--- src/rtl/mul_div_unit.sv ---
// mul_div_unit: iterative MULT/MULTU/DIV/DIVU engine owning the HI/LO registers
// iClk/iRst_n: clock, async active-low reset
// iStart/iOp/iA/iB: launch an operation (00 MULT, 01 MULTU, 10 DIV, 11 DIVU)
// iHiWe/iLoWe/iWData: MTHI/MTLO writes, honoured only while idle with no start
// oBusy/oDone: stall while iterating; one-cycle pulse when HI/LO take a result
// oHi/oLo: architectural HI/LO
module mul_div_unit #(
  parameter int WIDTH = 32,
  parameter int CNT_W = 6
) (
  input  logic             iClk,
  input  logic             iRst_n,
  input  logic             iStart,
  input  logic [1:0]       iOp,
  input  logic [WIDTH-1:0] iA,
  input  logic [WIDTH-1:0] iB,
  input  logic             iHiWe,
  input  logic             iLoWe,
  input  logic [WIDTH-1:0] iWData,
  output logic             oBusy,
  output logic             oDone,
  output logic [WIDTH-1:0] oHi,
  output logic [WIDTH-1:0] oLo
);
  typedef enum logic [1:0] {IDLE, RUN, FIX} state_t;
  state_t state, state_nx;
  logic [CNT_W-1:0] cnt;
  logic is_div, neg_p, neg_r, done, sgn, ge;
  logic [WIDTH-1:0] m, acc_hi, acc_lo, hi, lo, a_mag, b_mag, diff;
  logic [WIDTH:0] sum, shifted;
  logic [2*WIDTH-1:0] prod_fix;
  assign sgn = ~iOp[0];
  assign a_mag = (sgn && iA[WIDTH-1]) ? -iA : iA;
  assign b_mag = (sgn && iB[WIDTH-1]) ? -iB : iB;
  // acc_hi:acc_lo is the product (multiplier shifts out of acc_lo) or remainder:quotient.
  // Divide by zero needs no special path for HI: every trial subtract of 0 succeeds,
  // so the remainder ends as |iA| and the sign fix restores the original dividend.
  always_comb begin
    sum = {1'b0, acc_hi} + {1'b0, m};
    shifted = {acc_hi, acc_lo[WIDTH-1]};
    ge = shifted >= {1'b0, m};
    diff = shifted[WIDTH-1:0] - m;
    prod_fix = neg_p ? -{acc_hi, acc_lo} : {acc_hi, acc_lo};
  end
  always_comb begin
    state_nx = state;
    if (state == IDLE && iStart) state_nx = RUN;
    else if (state == RUN && cnt == CNT_W'(WIDTH - 1)) state_nx = FIX;
    else if (state == FIX) state_nx = IDLE;
  end
  always_ff @(posedge iClk or negedge iRst_n) begin
    if (!iRst_n) begin
      state <= IDLE;
      cnt <= '0;
      is_div <= 1'b0;
      neg_p <= 1'b0;
      neg_r <= 1'b0;
      done <= 1'b0;
      m <= '0;
      acc_hi <= '0;
      acc_lo <= '0;
      hi <= '0;
      lo <= '0;
    end else begin
      state <= state_nx;
      done <= state == FIX;
      if (state == IDLE && iStart) begin
        is_div <= iOp[1];
        m <= iOp[1] ? b_mag : a_mag;
        acc_hi <= '0;
        acc_lo <= iOp[1] ? a_mag : b_mag;
        neg_p <= sgn & (iA[WIDTH-1] ^ iB[WIDTH-1]);
        neg_r <= sgn & iA[WIDTH-1];
        cnt <= '0;
      end else if (state == IDLE) begin
        if (iHiWe) hi <= iWData;
        if (iLoWe) lo <= iWData;
      end else if (state == RUN) begin
        cnt <= cnt + 1'b1;
        if (is_div) {acc_hi, acc_lo} <= {ge ? diff : shifted[WIDTH-1:0], acc_lo[WIDTH-2:0], ge};
        else {acc_hi, acc_lo} <= acc_lo[0] ? {sum, acc_lo[WIDTH-1:1]} : {1'b0, acc_hi, acc_lo[WIDTH-1:1]};
      end else if (is_div) begin
        lo <= (m == '0) ? '1 : neg_p ? -acc_lo : acc_lo;
        hi <= neg_r ? -acc_hi : acc_hi;
      end else begin
        {hi, lo} <= prod_fix;
      end
    end
  end
  assign oBusy = state != IDLE;
  assign oDone = done;
  assign oHi = hi;
  assign oLo = lo;
endmodule

--- config.mk ---
export PLATFORM = sky130hd
export DESIGN_NAME = mul_div_unit
export DESIGN_NICKNAME = d
export VERILOG_FILES = /design/src/rtl/mul_div_unit.sv
export SDC_FILE = /design/constraint.sdc
export NUM_CORES = 1
export LEC_CHECK = 0
export BUFFER_PORTS_ARGS = -buffer_cell sky130_fd_sc_hd__buf_2
export CAP_MARGIN = 20
export CORE_UTILIZATION = 30
export CTS_CLUSTER_SIZE = 10
export DETAILED_ROUTE_END_ITERATION = 8
export PLACE_DENSITY = 0.58
export SKIP_CTS_REPAIR_TIMING = 1
export SYNTH_ARGS = -nofsm -noshare
export SYNTH_HDL_FRONTEND = slang
export SYNTH_SLANG_ARGS = --single-unit
--- constraint.sdc ---
create_clock -name iClk -period 6.5 [get_ports iClk]
set_clock_uncertainty 0.1 [all_clocks]
set_input_delay 1.3 -clock iClk [delete_from_list [all_inputs] [get_ports iClk]]
set_output_delay 1.3 -clock iClk [all_outputs]
set_load 0.03 [all_outputs]
==> flow_summary_export.csv, run 1 <==
group,metric,value,unit
run_status,status,"completed",
finish,fin_nets,2220,
setup_path,cp_slowest_cell,"nor4_1",
die,core-area,0.0501,mm²
clock_network,cts_sinks,172,
timing,tightest_slew,1.04,ns
setup_path,reg2reg_depth,11,
setup_path,start_kind,"input port",
clock_network,cts_buffer_depth,2,
setup_path,max_stage_delay,0.67,ns
timing,finalHoldViolations,0,
detailed_routing,drc,0,
setup_path,regToRegSetupSlack,2.25,ns
detailed_routing,first_pass_iters,6,
synth,synth.yosys.seq_area_share,28.3,%
hold_path,worstHoldStart,"oLo[0]",
synth,ys_warn_count,0,
timing,drv_slew,0,
die,die_y,227,µm
grt,grt_max_degree,101,
power,total_power,9.74,mW
synth,synth-compound-area-share,27.8,%
clock_network,htree_levels,4,
detailed_routing,ant_nets,0,
clock_network,clk_latency,0.47,ns
synth,synth_top_flop_cell,"dfrtp_1",
setup_path,end_kind,"register",
die,fp.dieW,227,µm
synth,synthCells,1973,
synth,synthAdderAreaFrac,5.94,%
synth,syn_area_per_cell,7.71,µm²
setup_path,worstPathRequired,6.77,ns
timing,finalWorstSetupSlack,2.18,ns
timing,finalSetupViolCount,0,
finish,final_cell_mix,"236 x nand2_1, 209 x o21ai_0, 171 x dfrtp_1",
grt,grt_overflow,0,
power,p_leak,7.37,nW
synth,ys_seq_elements,172,
timing,fmax,0.231,GHz
synth,synth_top_family_by_area,"compound AO/OA/AOI/OAI gates",
synth,synth_xor_area_share,10.0,%
finish,final_layout_size_suffix_gt1_share,12.3,%
finish,final_common_cell,"nand2_1",
detailed_routing,viasPerCell,5.68,
die,rows,82,
synth,syn-cell-area,0.0152,mm²
timing,slew_headroom,30.4,%
setup_path,cp-startpoint,"iA[4]",
placed_design,place_ws,1.78,ns
clock_network,clkTransAtPathRegs,0.07,ns
setup_path,path_class,"in -> reg",
grt,grt_pass1_vias,14200,
flow_run,cap_violations,0,
detailed_routing,via_count,15500,
synth,synth-simple-area-share,18.9,%
grt,antenna_found_initial,1,
setup_path,r2r_end,"acc_hi[28]",
timing,fin_hold_ws,0.375,ns
synth,syn-num-nets,2147,
clock_network,cts_tree,"built",
placed_design,dpl.hpwl,44800,µm
die,pin_count,169,
die,dieArea,0.0516,mm²
timing,min_period,4.32,ns
grt,grt.total_usage,22.3,%
setup_path,crit_fanout,5,
detailed_routing,wl,58700,µm
synth,synth_edf_count,0,
setup_path,arrival,4.59,ns
die,start_util,30.4,%
setup_path,crit_chain,"buf_2 > nor4_1 > nand3_1 > or4_1 > or3_1 > nor3_1 > a21oi_1 > xnor2_1 > nand2_1 > o21ai_0 > a221oi_1",
detailed_routing,wl_per_cell,21.5,µm
clock_network,cts_made_buffers,17,
finish,stdcell_area,0.0172,mm²
finish,areaGrowthSynthToFinish,13.0,%
clock_network,root_buffer,"clkbuf_16",
finish,diodes,0,
placed_design,gp_congestion,0.970,
detailed_routing,drtIter0Drc,1488,
hold_path,min_path_type,"reg -> reg",
placed_design,placed_area,0.0166,mm²
placed_design,port_buffers,168,
timing,fin_setup_tns,0,ns
timing,rsz0062_at_grt,"false",
grt,grt_pass1_wl,86700,µm
synth,async_flop_share,100,%
synth,synthMuxAreaShare,4.05,%
power,p_per_area,566,mW/mm²
synth,ys_types,72,
power,ir_drop,0.229,mV
setup_path,reg2reg_from,"acc_hi[9]",
timing,period_share,66.5,%
setup_path,critPathCapture,"acc_lo[28]",
-- stage by stage --
stage,utilization (%),instances
after floorplan,-,1973
after global placement,33.1,2698
after detailed placement,33.1,2698
after CTS,34.3,2730
after global routing,34.3,2731
final,34.3,2731
-- area by class of cell --
cell class	instances	area, µm²
clock inverter	13	135
fill	5374	32900
multi-input combinational	1599	10200
sequential	172	4310
inverter	69	259
tap	672	841
timing repair buffer	187	1020
clock buffer	19	433
-- metal layers --
| layer | up-vias | wire length [µm] | GRT usage [%] | share of wire, % |
|---|---|---|---|---|
| li1 | 7349 | - | - | - |
| met1 | 7478 | 26900 | 31.2 | 46 |
| met2 | 605 | 26100 | 34.5 | 44 |
| met3 | 86 | 4120 | 3.54 | 7.0 |
| met4 | 2 | 1680 | 8.05 | 2.9 |
| met5 | - | 17 | 0 | 0.029 |
-- registers in the layout (all words and copies together), names as in the netlist --
| signal | flops |
|---|---|
| oDone | 1 |
| m | 32 |
| acc_lo | 32 |
| acc_hi | 32 |
| cnt | 6 |
| state | 2 |
| is_div | 1 |
| neg_p | 1 |
| oHi | 32 |
| neg_r | 1 |
| oLo | 32 |
-- where the power goes --
| part | internal (mW) | total (mW) | switching [mW] |
|---|---|---|---|
| Sequential | 1.54 | 2.48 | 0.938 |
| Clock | 0.538 | 1.05 | 0.509 |
| Combinational | 2.45 | 6.21 | 3.76 |
| Total | 4.53 | 9.74 | 5.21 |
-- worst max-delay path, delay by kind of cell --
kind	cells	cell delay (ns)
buffers and inverters	1	0.11
AOI/OAI and AO/OA	3	0.57
xor gates and xnor gates	1	0.18
and+or+nand+nor	6	2.43
-- cells by family after synthesis --
group | count (synthesis)
AO/OA/AOI/OAI | 676
XOR/XNOR | 174
adder cells (fa/ha/maj) | 71
buffers and inverters | 202
flip-flops | 172
multiplexers | 61
AND/OR/NAND/NOR | 617
-- synth_stat cells (16+ instances only) --
cell | count | area [µm²]
nor2_1 | 147 | 552
dfrtp_1 | 172 | 4300
ha_1 | 69 | 863
clkbuf_1 | 114 | 428
a21o_1 | 39 | 293
or3_1 | 26 | 163
mux2i_1 | 56 | 561
nand2b_1 | 17 | 106
o21ai_0 | 210 | 1050
nand3_1 | 50 | 250
inv_1 | 69 | 259
a211oi_1 | 31 | 233
nor4_1 | 24 | 150
o31ai_1 | 25 | 188
o211ai_1 | 64 | 480
nor3_1 | 39 | 195
xor2_1 | 81 | 709
a31oi_1 | 17 | 106
xnor2_1 | 93 | 815
o41ai_1 | 16 | 140
o22ai_1 | 31 | 194
a21oi_1 | 150 | 751
nand2_1 | 237 | 890
buf_1 | 18 | 67.6
-- worst min-delay path by stage --
stage / end / slack (ns) / cells past startpoint
after global placement: oLo[0] / 0.36 / 2
after detailed placement: oLo[20] / 0.37 / 2
after CTS: oLo[20] / 0.38 / 2
final: oLo[0] / 0.37 / 2
after global routing: oLo[27] / 0.39 / 2
after floorplan: oDone / 0.37 / 1
(Power assumes the default switching activity.)
==> run 2: changes to the inputs <==
--- a/config.mk
+++ b/config.mk
@@ -5,12 +5,13 @@
 export SDC_FILE = /design/constraint.sdc
 export NUM_CORES = 1
 export LEC_CHECK = 0
+export ABC_AREA = 1
 export BUFFER_PORTS_ARGS = -buffer_cell sky130_fd_sc_hd__buf_2
 export CAP_MARGIN = 20
 export CORE_UTILIZATION = 30
 export CTS_CLUSTER_SIZE = 10
 export DETAILED_ROUTE_END_ITERATION = 8
-export PLACE_DENSITY = 0.58
+export PLACE_DENSITY = 0.6
 export SKIP_CTS_REPAIR_TIMING = 1
 export SYNTH_ARGS = -nofsm -noshare
 export SYNTH_HDL_FRONTEND = slang
==> constraint.sdc (replaced) <==
create_clock -name iClk -period 3.9 [get_ports iClk]
set_clock_uncertainty 0.1 [all_clocks]
set_input_delay 0.78 -clock iClk [delete_from_list [all_inputs] [get_ports iClk]]
set_output_delay 0.78 -clock iClk [all_outputs]
set_load 0.03 [all_outputs]
==> flow_summary_export.csv, run 2 <==
group,metric,value,unit
clock_network,cts_sinks,172,
detailed_routing,viasPerCell,5.18,
synth,synthTopCellsByCount,"1058 x nand2_1, 446 x inv_1, 348 x nor2_1, 335 x nand3_1, 195 x a21oi_1",
clock_network,cts_buffer_depth,2,
grt,grt_pass1_wl,124000,µm
hold_path,min_path_type,"in -> async",
placed_design,port_buffers,168,
detailed_routing,drc,0,
die,die_y,251,µm
synth,syn-cell-area,0.0186,mm²
placed_design,gp_congestion,1.00,
die,fp.dieW,251,µm
timing,fmax,0.332,GHz
grt,grt_pass1_vias,20300,
clock_network,root_buffer,"clkbuf_16",
timing,min_period,3.01,ns
synth,syn-num-nets,3424,
synth,yosys.cell_count.top_type,"nand2_1",
die,dieArea,0.0632,mm²
synth,async_flop_share,100,%
setup_path,end_kind,"register",
setup_path,crit_fanout,30,
synth,synthCells,3250,
setup_path,worstPathRequired,4.18,ns
setup_path,arrival,3.29,ns
run_status,status,"completed",
finish,finalNonFillerCells,4213,
timing,finalSetupViolCount,0,
setup_path,cp_slowest_cell,"dfrtp_1",
setup_path,max_stage_delay,0.60,ns
die,pin_count,169,
grt,grt_max_degree,132,
clock_network,cts_made_buffers,17,
detailed_routing,drtIter0Drc,2535,
finish,diodes,0,
setup_path,timing.critical_path.mode_cell,"nand2_1",
placed_design,dpl.hpwl,66900,µm
synth,synth.area.top_cells,"dfrtp_1 23%, nand2_1 21%, nand3_1 9.0%",
timing,rsz0062_at_grt,"false",
detailed_routing,wl_per_cell,19.6,µm
synth,synth_top_flop_cell,"dfrtp_1",
die,core-area,0.0616,mm²
clock_network,clk_latency,0.48,ns
clock_network,cts_tree,"built",
detailed_routing,via_count,21800,
timing,tightest_slew,0.947,ns
timing,finalHoldViolations,0,
grt,antenna_found_initial,0,
grt,grt.total_usage,25.9,%
finish,fin_nets,3537,
timing,period_share,77.2,%
synth,syn_area_per_cell,5.74,µm²
synth,ys_warn_count,0,
detailed_routing,wl,82700,µm
die,rows,91,
flow_run,cap_violations,0,
setup_path,path_class,"reg -> reg",
detailed_routing,first_pass_iters,8,
timing,fin_setup_tns,0,ns
finish,areaGrowthSynthToFinish,12.5,%
synth,synth.yosys.seq_area_share,23.1,%
synth,synth_edf_count,0,
synth,ys_seq_elements,172,
placed_design,place_inst,4180,
die,start_util,30.3,%
synth,ys_types,54,
timing,slew_headroom,36.8,%
setup_path,start_kind,"register",
synth,yosysTopAreaCell,"dfrtp_1",
grt,grt_overflow,0,
clock_network,htree_levels,4,
setup_path,crit_chain,"ha_1 > a21oi_1 > o21ai_1 > a21oi_1 > nand2_1 > nor2_4 > buf_4 > nand3_1 > nand2_1 > nand2_1 > nand2_1 > nand2_1",
timing,drv_slew,0,
detailed_routing,ant_nets,0,
finish,final_cell_mix,"1058 x nand2_1, 445 x inv_1, 347 x nor2_1",
finish,final_layout_size_suffix_gt1_share,9.21,%
finish,final_common_cell,"nand2_1",
clock_network,clkTransAtPathRegs,0.08,ns
synth,synth_top_cell_area_share,23.1,%
run 2: changes by cell type after synthesis, sizes merged, moves of 56 or more:
cell and delta:
nand2 +835, inv +387, nand3 +292, nor2 +223
xnor2 -72, clkbuf -66, mux2i -56
run 2: layout make-up:
cell class / count / area (µm²)
clock buffers: 17 / 425
clock inverters: 15 / 203
fillers: 7035 / 40600
inverters: 460 / 1730
multi-input cells: 2509 / 12100
flip-flops and latches: 172 / 4310
well taps: 837 / 1050
repair buffers: 203 / 1150
run 2: final timing paths:
check	start	end	slack, ns	cells after the start
min in group iClk	oLo[12]	oLo[12]	0.39	2
worst max register to register	acc_hi[27]	acc_hi[29]	0.89	12
worst max-delay path	acc_hi[27]	acc_hi[29]	0.89	12
worst min register to register	oLo[12]	oLo[12]	0.39	2
max in group asynchronous	iRst_n	acc_lo[23]	2.61	2
worst min-delay path	iRst_n	oHi[30]	0.21	1
run 2: through the flow:
stage / hold slack [ns] / worst slack (ns) / util (%) / cell area (µm²)
final: 0.213 / 0.887 / 34.1 / 21000
after global routing: 0.271 / 0.688 / 34.1 / 21000
after CTS: 0.261 / 0.938 / 34.0 / 21000
after detailed placement: 0.369 / 0.906 / 33.0 / 20300
after global placement: 0.365 / 0.908 / 33.0 / 20300
after floorplan: 0.355 / 1.62 / - / 18600
run 2: kinds of logic after synthesis:
group,count (synthesis),share of synthesized area (%)
AOI/OAI and AO/OA,464,13.6
xor gates and xnor gates,68,3.19
buffers and inverters,569,12.0
DFF,172,23.1
and+or+nand+nor,1906,43.2
adders and majority gates,71,4.85
run 2: metal layers:
layer,GRT usage (%),vias to the layer above,share of wire (%)
li1,-,10600,-
met1,33.9,10100,42
met2,41.8,945,45
met3,3.90,158,7.4
met4,12.1,0,4.6
met5,0,-,0
run 2: critical path: cells and delay by family (launching register included):
family | cells | cell delay, ns
and+or+nand+nor | 7 | 0.71
AOI/OAI and AO/OA | 3 | 0.70
DFF | 1 | 0.60
buffers and inverters | 1 | 0.40
adders and majority gates | 1 | 0.38
Power of run 2 is left out: the tool's default activity adds up to more than one toggle a clock period on the data nets, which glitch-free logic cannot reach.
==> run 3: changes to the inputs <==
==> constraint.sdc (replaced) <==
create_clock -name iClk -period 2.59 [get_ports iClk]
set_clock_uncertainty 0.1 [all_clocks]
set_input_delay 0.518 -clock iClk [delete_from_list [all_inputs] [get_ports iClk]]
set_output_delay 0.518 -clock iClk [all_outputs]
set_load 0.03 [all_outputs]
==> flow_summary_export.csv, run 3 (synthesis results as in run 2) <==
group,metric,value,unit
run_status,status,"completed",
grt,grt.total_usage,27.1,%
setup_path,arrival,2.78,ns
timing,tightest_slew,0.679,ns
setup_path,worstPathRequired,2.86,ns
timing,min_period,2.52,ns
grt,grt_max_degree,59,
placed_design,dpl.hpwl,71900,µm
die,die_y,251,µm
clock_network,cts_tree,"built",
finish,nFillCells,6917,
finish,areaGrowthSynthToFinish,23.9,%
placed_design,port_buffers,168,
setup_path,crit_fanout,14,
placed_design,place_ws,-0.0553,ns
grt,grt_pass1_wl,128000,µm
flow_run,cap_violations,0,
finish,fin_nets,3743,
timing,fin_setup_tns,0,ns
setup_path,timing.critical_path.mode_cell,"nand2_1",
timing,period_share,97.1,%
timing,finalHoldViolations,0,
clock_network,htree_levels,4,
setup_path,start_kind,"register",
grt,antenna_found_initial,1,
setup_path,cp-startpoint,"m[13]",
die,dieArea,0.0632,mm²
clock_network,cts_sinks,172,
finish,final_cell_mix,"1039 x nand2_1, 431 x inv_1, 333 x nor2_1",
grt,grt_pass1_vias,20900,
setup_path,reg2reg_from,"m[13]",
clock_network,clk_latency,0.49,ns
detailed_routing,drtIter0Drc,2336,
timing,fmax,0.398,GHz
detailed_routing,first_pass_iters,6,
setup_path,r2r_end,"acc_hi[2]",
die,fp.dieW,251,µm
grt,grt_overflow,0,
detailed_routing,drc,0,
hold_path,min_path_type,"in -> reg",
finish,final_common_cell,"nand2_1",
setup_path,path_class,"reg -> reg",
detailed_routing,wl_per_cell,19.8,µm
timing,drv_slew,0,
finish,final_layout_size_suffix_gt1_share,17.3,%
die,pin_count,169,
timing,rsz0062_at_grt,"true",
die,rows,91,
setup_path,regToRegSetupSlack,0.07,ns
detailed_routing,ant_nets,0,
timing,slew_headroom,54.2,%
detailed_routing,wl,87700,µm
setup_path,cp_slowest_cell,"dfrtp_1",
timing,finalSetupViolCount,0,
placed_design,gp_congestion,1.02,
setup_path,reg2reg_depth,15,
setup_path,max_stage_delay,0.41,ns
setup_path,crit_chain,"inv_1 > ha_4 > nand2_1 > nor2_1 > nand2_1 > nor2_2 > nand2_1 > nand2_1 > nor2_4 > buf_4 > nand2_8 > nand2_1 > nand3_1 > nand3_1 > nand2_1",
die,core-area,0.0616,mm²
detailed_routing,via_count,22700,
setup_path,end_kind,"register",
detailed_routing,viasPerCell,5.15,
clock_network,root_buffer,"clkbuf_16",
die,start_util,30.3,%
hold_path,worstHoldStart,"iWData[27]",
clock_network,clkTransAtPathRegs,0.08,ns
setup_path,critPathCapture,"acc_hi[2]",
clock_network,cts_made_buffers,17,
clock_network,cts_buffer_depth,2,
timing,finalWorstSetupSlack,0.0748,ns
run 3: cell count changes in the layout (fill, tap and decap cells not counted), sizes merged:
cell / delta
buf: +202
bufinv: -1
clkbuf: +5
clkinv: -1
clkinvlp: -1
diode: +1
dlygate4sd3: +1
inv: -1
nand2: +2
run 3: worst max-delay path, delay by kind of cell, from the launching register on:
family / cells / cell delay [ns]
adder cells (fa/ha/maj): 1 / 0.25
flip-flops: 1 / 0.41
buffers and inverters: 2 / 0.40
AND/OR/NAND/NOR: 12 / 1.21
run 3: worst min-delay path by stage:
stage | end | slack (ns) | cells past startpoint
final | oLo[27] | 0.24 | 3
after global placement | oHi[21] | 0.36 | 1
after detailed placement | oHi[21] | 0.36 | 1
after floorplan | acc_hi[0] | 0.12 | 0
after global routing | oLo[28] | 0.24 | 3
after CTS | oHi[5] | -0.15 | 1
run 3: cell type report:
class	count	area [µm²]	share of cell area [%]
inverters	460	1730	7.51
flip-flops and latches	172	4310	18.7
clock buffers	21	470	2.04
multi-input cells	2511	12600	54.5
clock inverters	11	108	0.466
well taps	837	1050	4.53
diodes	1	2.50	0.0108
repair buffers	407	2840	12.3
run 3: per-layer routing:
metal	track usage, %	vias up	routed length, µm
li1	-	11100	-
met1	35.0	10500	36800
met2	44.7	959	40400
met3	4.38	211	6500
met4	11.6	2	3930
met5	0	-	17
run 3: per-stage QoR:
step	std cells	utilization (%)	area, µm²	hold slack, ns
3_5_place_dp	4373	35.5	21900	0.358
6_report	4420	37.5	23100	0.245
3_3_place_gp	4373	35.5	21900	0.359
5_1_grt	4419	37.5	23100	0.237
2_1_floorplan	3250	-	18600	0.122
4_1_cts	4405	36.5	22500	-0.149
Power of run 3 is left out for the same reason.
